**src/rtl/multicycle_control.sv**
```systemverilog
// -----------------------------------------------------------------------------
// multicycle_control
//
// Finite-state controller for the multicycle CPU datapath. It decodes the
// opcode/funct fields held in the instruction register and sequences one
// instruction phase per clock. It drives every datapath control line, stalls
// on the memory-ready handshake, and reports halt, illegal-opcode and
// retired-instruction status.
//
// Ports
//   clk          in   system clock, all state updates on the rising edge
//   reset        in   synchronous active-high reset
//   opcode[5:0]  in   instruction register bits [31:26]
//   funct[5:0]   in   instruction register bits [5:0] (only [3:0] used)
//   mem_ready    in   memory access completes in this cycle
//   PCWrite, PCWriteCond, IorD, MemRead, MemWrite, IRWrite,
//   MemtoReg, ALUSrcA, RegWrite, RegDst      out  datapath strobes/selects
//   PCSource[1:0], ALUSrcB[1:0]              out  datapath mux selects
//   ALUOp[3:0]                               out  ALU operation
//   state[3:0]   out  current state (debug)
//   halted       out  high while in HALTST
//   illegal_op   out  one-cycle pulse in DECODE on an unknown opcode
//   instr_done   out  one-cycle pulse in the last state of an instruction
//   instr_count  out  number of retired instructions (wraps)
// -----------------------------------------------------------------------------
module multicycle_control #(
  parameter int COUNT_WIDTH = 32
) (
  input  logic                   clk,
  input  logic                   reset,
  input  logic [5:0]             opcode,
  input  logic [5:0]             funct,
  input  logic                   mem_ready,
  output logic                   PCWrite,
  output logic                   PCWriteCond,
  output logic                   IorD,
  output logic                   MemRead,
  output logic                   MemWrite,
  output logic                   IRWrite,
  output logic                   MemtoReg,
  output logic                   ALUSrcA,
  output logic                   RegWrite,
  output logic                   RegDst,
  output logic [1:0]             PCSource,
  output logic [1:0]             ALUSrcB,
  output logic [3:0]             ALUOp,
  output logic [3:0]             state,
  output logic                   halted,
  output logic                   illegal_op,
  output logic                   instr_done,
  output logic [COUNT_WIDTH-1:0] instr_count
);

  typedef enum logic [3:0] {
    S_FETCH  = 4'd0,
    S_DECODE = 4'd1,
    S_MEMADR = 4'd2,
    S_MEMRD  = 4'd3,
    S_MEMWB  = 4'd4,
    S_MEMWR  = 4'd5,
    S_REXEC  = 4'd6,
    S_RWB    = 4'd7,
    S_BRANCH = 4'd8,
    S_JUMP   = 4'd9,
    S_IEXEC  = 4'd10,
    S_IWB    = 4'd11,
    S_HALT   = 4'd12
  } state_t;

  localparam logic [5:0] OP_RTYPE = 6'b000000;
  localparam logic [5:0] OP_ADDI  = 6'b001000;
  localparam logic [5:0] OP_ANDI  = 6'b001100;
  localparam logic [5:0] OP_ORI   = 6'b001101;
  localparam logic [5:0] OP_LW    = 6'b100011;
  localparam logic [5:0] OP_SW    = 6'b101011;
  localparam logic [5:0] OP_BEQ   = 6'b000100;
  localparam logic [5:0] OP_J     = 6'b000010;
  localparam logic [5:0] OP_HALT  = 6'b111111;

  localparam logic [3:0] ALU_AND = 4'b0000;
  localparam logic [3:0] ALU_OR  = 4'b0001;
  localparam logic [3:0] ALU_ADD = 4'b0010;
  localparam logic [3:0] ALU_SUB = 4'b0110;

  localparam logic [1:0] SRCB_B    = 2'b00;
  localparam logic [1:0] SRCB_ONE  = 2'b01;
  localparam logic [1:0] SRCB_SEXT = 2'b10;
  localparam logic [1:0] SRCB_ZEXT = 2'b11;

  localparam logic [1:0] PCS_ALUOUT = 2'b01;
  localparam logic [1:0] PCS_JUMP   = 2'b10;

  state_t                   r_state;
  logic [COUNT_WIDTH-1:0]   r_count;

  state_t                   w_state_next;
  logic                     w_pcwrite;
  logic                     w_pcwritecond;
  logic                     w_iord;
  logic                     w_memread;
  logic                     w_memwrite;
  logic                     w_irwrite;
  logic                     w_memtoreg;
  logic                     w_alusrca;
  logic                     w_regwrite;
  logic                     w_regdst;
  logic [1:0]               w_pcsource;
  logic [1:0]               w_alusrcb;
  logic [3:0]               w_aluop;
  logic                     w_halted;
  logic                     w_illegal;
  logic                     w_done;

  // funct[5:4] carry no meaning for this ALU; kept visible to avoid a
  // dangling-input warning.
  logic                     w_unused_funct;
  assign w_unused_funct = ^funct[5:4];

  // Next-state and control decode. Strobes default to 0 so every state only
  // names the lines it drives.
  always_comb begin
    w_state_next  = r_state;
    w_pcwrite     = 1'b0;
    w_pcwritecond = 1'b0;
    w_iord        = 1'b0;
    w_memread     = 1'b0;
    w_memwrite    = 1'b0;
    w_irwrite     = 1'b0;
    w_memtoreg    = 1'b0;
    w_alusrca     = 1'b0;
    w_regwrite    = 1'b0;
    w_regdst      = 1'b0;
    w_pcsource    = 2'b00;
    w_alusrcb     = 2'b00;
    w_aluop       = 4'b0000;
    w_halted      = 1'b0;
    w_illegal     = 1'b0;
    w_done        = 1'b0;

    case (r_state)
      S_FETCH: begin
        // PC+1 is computed every cycle; PC and IR only capture it on the
        // cycle memory delivers the instruction.
        w_memread = 1'b1;
        w_alusrcb = SRCB_ONE;
        w_aluop   = ALU_ADD;
        if (mem_ready) begin
          w_irwrite    = 1'b1;
          w_pcwrite    = 1'b1;
          w_state_next = S_DECODE;
        end
      end

      S_DECODE: begin
        // Branch target precomputed into ALUOut while decoding.
        w_alusrcb = SRCB_SEXT;
        w_aluop   = ALU_ADD;
        case (opcode)
          OP_LW, OP_SW:               w_state_next = S_MEMADR;
          OP_RTYPE:                   w_state_next = S_REXEC;
          OP_ADDI, OP_ANDI, OP_ORI:   w_state_next = S_IEXEC;
          OP_BEQ:                     w_state_next = S_BRANCH;
          OP_J:                       w_state_next = S_JUMP;
          OP_HALT:                    w_state_next = S_HALT;
          default: begin
            w_illegal    = 1'b1;
            w_state_next = S_FETCH;
          end
        endcase
      end

      S_MEMADR: begin
        w_alusrca = 1'b1;
        w_alusrcb = SRCB_SEXT;
        w_aluop   = ALU_ADD;
        if (opcode == OP_LW) begin
          w_state_next = S_MEMRD;
        end else if (opcode == OP_SW) begin
          w_state_next = S_MEMWR;
        end else begin
          w_state_next = S_FETCH;
        end
      end

      S_MEMRD: begin
        w_memread = 1'b1;
        w_iord    = 1'b1;
        if (mem_ready) begin
          w_state_next = S_MEMWB;
        end
      end

      S_MEMWB: begin
        w_memtoreg   = 1'b1;
        w_regwrite   = 1'b1;
        w_done       = 1'b1;
        w_state_next = S_FETCH;
      end

      S_MEMWR: begin
        // MemWrite is held for the whole stall; the store retires on the
        // cycle memory accepts it.
        w_memwrite = 1'b1;
        w_iord     = 1'b1;
        if (mem_ready) begin
          w_done       = 1'b1;
          w_state_next = S_FETCH;
        end
      end

      S_REXEC: begin
        w_alusrca    = 1'b1;
        w_alusrcb    = SRCB_B;
        w_aluop      = funct[3:0];
        w_state_next = S_RWB;
      end

      S_RWB: begin
        w_regdst     = 1'b1;
        w_regwrite   = 1'b1;
        w_done       = 1'b1;
        w_state_next = S_FETCH;
      end

      S_BRANCH: begin
        w_alusrca     = 1'b1;
        w_aluop       = ALU_SUB;
        w_pcwritecond = 1'b1;
        w_pcsource    = PCS_ALUOUT;
        w_done        = 1'b1;
        w_state_next  = S_FETCH;
      end

      S_JUMP: begin
        w_pcwrite    = 1'b1;
        w_pcsource   = PCS_JUMP;
        w_done       = 1'b1;
        w_state_next = S_FETCH;
      end

      S_IEXEC: begin
        w_alusrca = 1'b1;
        case (opcode)
          OP_ANDI: begin
            w_alusrcb = SRCB_ZEXT;
            w_aluop   = ALU_AND;
          end
          OP_ORI: begin
            w_alusrcb = SRCB_ZEXT;
            w_aluop   = ALU_OR;
          end
          default: begin
            w_alusrcb = SRCB_SEXT;
            w_aluop   = ALU_ADD;
          end
        endcase
        w_state_next = S_IWB;
      end

      S_IWB: begin
        w_regwrite   = 1'b1;
        w_done       = 1'b1;
        w_state_next = S_FETCH;
      end

      S_HALT: begin
        w_halted     = 1'b1;
        w_state_next = S_HALT;
      end

      default: begin
        // Unused encodings recover to FETCH with every strobe low.
        w_state_next = S_FETCH;
      end
    endcase
  end

  always_ff @(posedge clk) begin
    if (reset) begin
      r_state <= S_FETCH;
      r_count <= '0;
    end else begin
      r_state <= w_state_next;
      if (w_done) begin
        r_count <= r_count + {{(COUNT_WIDTH-1){1'b0}}, 1'b1};
      end
    end
  end

  // Reset gates every output combinationally so an in-flight store is
  // dropped in the very cycle reset rises, not one clock later.
  assign PCWrite     = w_pcwrite     & ~reset;
  assign PCWriteCond = w_pcwritecond & ~reset;
  assign IorD        = w_iord        & ~reset;
  assign MemRead     = w_memread     & ~reset;
  assign MemWrite    = w_memwrite    & ~reset;
  assign IRWrite     = w_irwrite     & ~reset;
  assign MemtoReg    = w_memtoreg    & ~reset;
  assign ALUSrcA     = w_alusrca     & ~reset;
  assign RegWrite    = w_regwrite    & ~reset;
  assign RegDst      = w_regdst      & ~reset;
  assign PCSource    = reset ? 2'b00 : w_pcsource;
  assign ALUSrcB     = reset ? 2'b00 : w_alusrcb;
  assign ALUOp       = reset ? 4'b0000 : w_aluop;
  assign state       = reset ? 4'd0 : r_state;
  assign halted      = w_halted      & ~reset;
  assign illegal_op  = w_illegal     & ~reset;
  assign instr_done  = w_done        & ~reset;
  assign instr_count = reset ? '0 : r_count;

endmodule

```
**config.mk**
```make
export PLATFORM = sky130hd
export DESIGN_NAME = multicycle_control
export DESIGN_NICKNAME = d
export VERILOG_FILES = /design/src/rtl/multicycle_control.sv
export SDC_FILE = /design/constraint.sdc
export NUM_CORES = 1
export LEC_CHECK = 0
export CORE_MARGIN = 3
export CORE_UTILIZATION = 48
export CTS_CLUSTER_DIAMETER = 60
export DETAILED_ROUTE_END_ITERATION = 16
export PLACE_DENSITY = 0.8
export SLEW_MARGIN = 20
export SYNTH_ARGS = -nofsm -noshare
export SYNTH_HDL_FRONTEND = slang
export SYNTH_SLANG_ARGS = --single-unit
```
**constraint.sdc**
```tcl
create_clock -name clk -period 2.3 [get_ports clk]
set_input_delay 0.46 -clock clk [delete_from_list [all_inputs] [get_ports clk]]
set_output_delay 0.46 -clock clk [all_outputs]
set_load 0.01 [all_outputs]
```
==> impl_metrics.toml <==
[die]
placementRows = 25
die_y_um = 78.5
ios = 72
start_util_pct = 51.3
core-area_um2 = 4910
die_x_um = 78.5
dieArea_um2 = 6160

[finish]
multi_input_area_um2 = 1740
num_antenna_cells = 0
nets = 443
regArea_um2 = 722
fillers = 405
syn_to_final_growth_pct = 45.3
drive_above_1_share_pct = 22.0
fin_area_um2 = 3660
utilization_pct = 74.5

[setup_path]
cp_slowest_stage_delay_ps = 550
critPathLaunch = "opcode[2]"
reg2reg_from = "r_count[0]$_SDFFE_PP0P_"
crit_type = "in -> out"
slowest_stage = "or4_4"
critPathTopFamily = "simple AND/OR/NAND/NOR gates"
cp.arrival_ps = 1800
path_cells = "dlygate4sd2_1 > or4_4 > o22ai_4 > a21oi_2 > nor3b_1 > buf_2"
cp-start-kind = "input port"
path_max_fanout = 2
crit_required_ps = 1840
cp-end-kind = "primary output"
worst-path-buf-inv = 2

[drt]
ant_nets = 0
drc = 0
via_count = 2805
first_pass_iters = 4
wire_per_inst_um = 14.5
viasPerCell = 5.67
drtIter0Drc = 223
finalWirelength_um = 7170

[synth]
synth_edf_count = 0
yosysUniqueCellTypes = 51
ys_warn_count = 0
syn_nets = 353
ys_ff_latch = 36
ys.flop_type = "dfxtp_1"
syn-cell-area_um2 = 2520
syn_inst = 337
async_flop_share_pct = 0
seq_area_frac_synth_pct = 28.6
synthesis.area_per_instance_um2 = 7.48

[sta]
fin_hold_ws_ps = 509
fin_crit_sh_pct = 98.3
relSlewSlack_pct = 69.8
worst_pin_slew_ps = 453
final.min_clock_period_ps = 2260
slew_violations = 0
fin_skew_ps = 1.94
rsz0062_at_grt = "false"
finalSetupViolations = 0
timing.fmax_ghz = 0.442
timing.final.hold_violations = 0
timing.setup.tns_ps = 0

[clock_network]
htree_levels = 2
cts_sinks = 36
clkTransAtPathRegs_ps = 70
post_cts_buffers = 0
cts_root_buf = "clkbuf_8"
cts_tree = "built"
numCtsBuffers = 5
hold_buffers = 0
clk_latency_ps = 280
clock_path_buffers = 2

[status]
outcome = "complete, no violations"

[global_route]
antenna_found_initial = 0
overflow = 0
grt_pass1_vias = 2713
grt_pass1_wl_um = 12100
track_usage_pct = 23.7
grt_max_degree = 69

[placement]
portBuffers = 69
place.detailed.hpwl_um = 5290
gp_congestion = 0.903
placed_area_um2 = 3510

[worst_hold_path]
hold_start = "r_count[10]$_SDFFE_PP0P_"
hold_path.class = "reg -> reg"

[power_and_ir_drop]
power.leakage_nw = 1.42
peakVddDrop_mv = 0.379
p_per_area_nw_per_um2 = 349

[flow_run]
cap_violations = 0
metrics by stage:
step | total power [mW] | worst slack [ps] | cells
finish | 1.28 | 39.0 | 495
global route | 1.34 | 1.42 | 495
floorplan | 0.728 | 134 | 337
CTS | 1.28 | 5.64 | 495
global placement | 0.821 | -525 | 487
detailed placement | 0.825 | -611 | 487
placed cells by master, fill, tap and decap left out, types with 4 or more instances in the layout:
cell,Yosys,final
nor2b_1,33,32
inv_1,9,9
nor3_1,17,17
nor4_1,17,17
dfxtp_1,36,35
dlygate4sd2_1,0,16
a21oi_1,11,10
mux2_1,7,7
a211oi_1,5,4
or4_4,1,4
buf_2,4,4
or2_2,4,4
buf_4,1,36
clkdlybuf4s50_1,0,43
or3_1,8,7
o21ai_0,8,8
nand2b_1,6,5
clkbuf_8,0,6
nor3b_1,4,4
nand2_1,21,20
nor2_1,45,43
nand3_1,13,13
mux2_2,16,16
nand4_1,7,7
layer usage:
| metal | GRT usage [%] | vias to the layer above | share of wire, % |
|---|---|---|---|
| li1 | - | 1396 | - |
| met1 | 29.7 | 1313 | 44 |
| met2 | 41.3 | 90 | 50 |
| met3 | 4.59 | 6 | 4.9 |
| met4 | 6.64 | 0 | 0.78 |
| met5 | 0 | - | 0 |
cells in the mapped netlist, types with 5 or more instances:
library cell | number | area (µm²)
nor2_1 | 45 | 169
dfxtp_1 | 36 | 721
nor2b_1 | 33 | 206
nand2_1 | 21 | 78.8
clkbuf_1 | 18 | 67.6
nor3_1 | 17 | 85.1
nor4_1 | 17 | 106
mux2_2 | 16 | 180
nand3_1 | 13 | 65.1
a21oi_1 | 11 | 55.1
inv_1 | 9 | 33.8
o21ai_0 | 8 | 40.0
or3_1 | 8 | 50.1
mux2_1 | 7 | 78.8
nand4_1 | 7 | 43.8
nand2b_1 | 6 | 37.5
or4_1 | 6 | 45.0
a211oi_1 | 5 | 37.5
cells by family (layout without fill, tap and decap cells):
family          after synthesis  in the layout  synth area share [%]
mux                          25             25                  11.1
simple gates                193            193                  41.3
compound gates               43             43                  11.5
flops                        36             36                  28.6
xor+xnor                      3              3                  1.04
buf+inv                      36            127                  6.01
fa+ha+maj                     1              1                 0.496
flip-flops by register name, summed over array words and instances (netlist names):
| name | cells |
|---|---|
| r_count | 32 |
| r_state | 4 |
what timing repair did:
item,4_1_cts,5_1_grt
pin swaps,5,2
setup endpoints to repair,17,39
gates resized for setup,49,13
cell type report:
class	instances	area share (%)
tap	67	2.29
multi-input combinational	265	47.5
timing repair buffer	109	27.0
clock buffer	8	2.46
inverter	10	1.06
sequential	36	19.7
worst min-delay path, delay by kind of cell, from the launching register on:
kind / cells / cell delay (ps)
flops: 1 / 330
compound gates: 2 / 130
power by group:
group	internal [mW]	total [mW]	switching (mW)
Clock	0.244	0.462	0.217
Combinational	0.0859	0.188	0.102
Sequential	0.626	0.629	0.00304
Total	0.956	1.28	0.323
worst paths after layout:
path / endpoint / depth (start not counted) / slack (ps)
max: illegal_op / 6 / 40
min: r_count[10]$_SDFFE_PP0P_ / 2 / 510
max reg2reg: r_count[26]$_SDFFE_PP0P_ / 5 / 180
min reg2reg: r_count[10]$_SDFFE_PP0P_ / 2 / 510
Power figures use the tool's default switching activity.
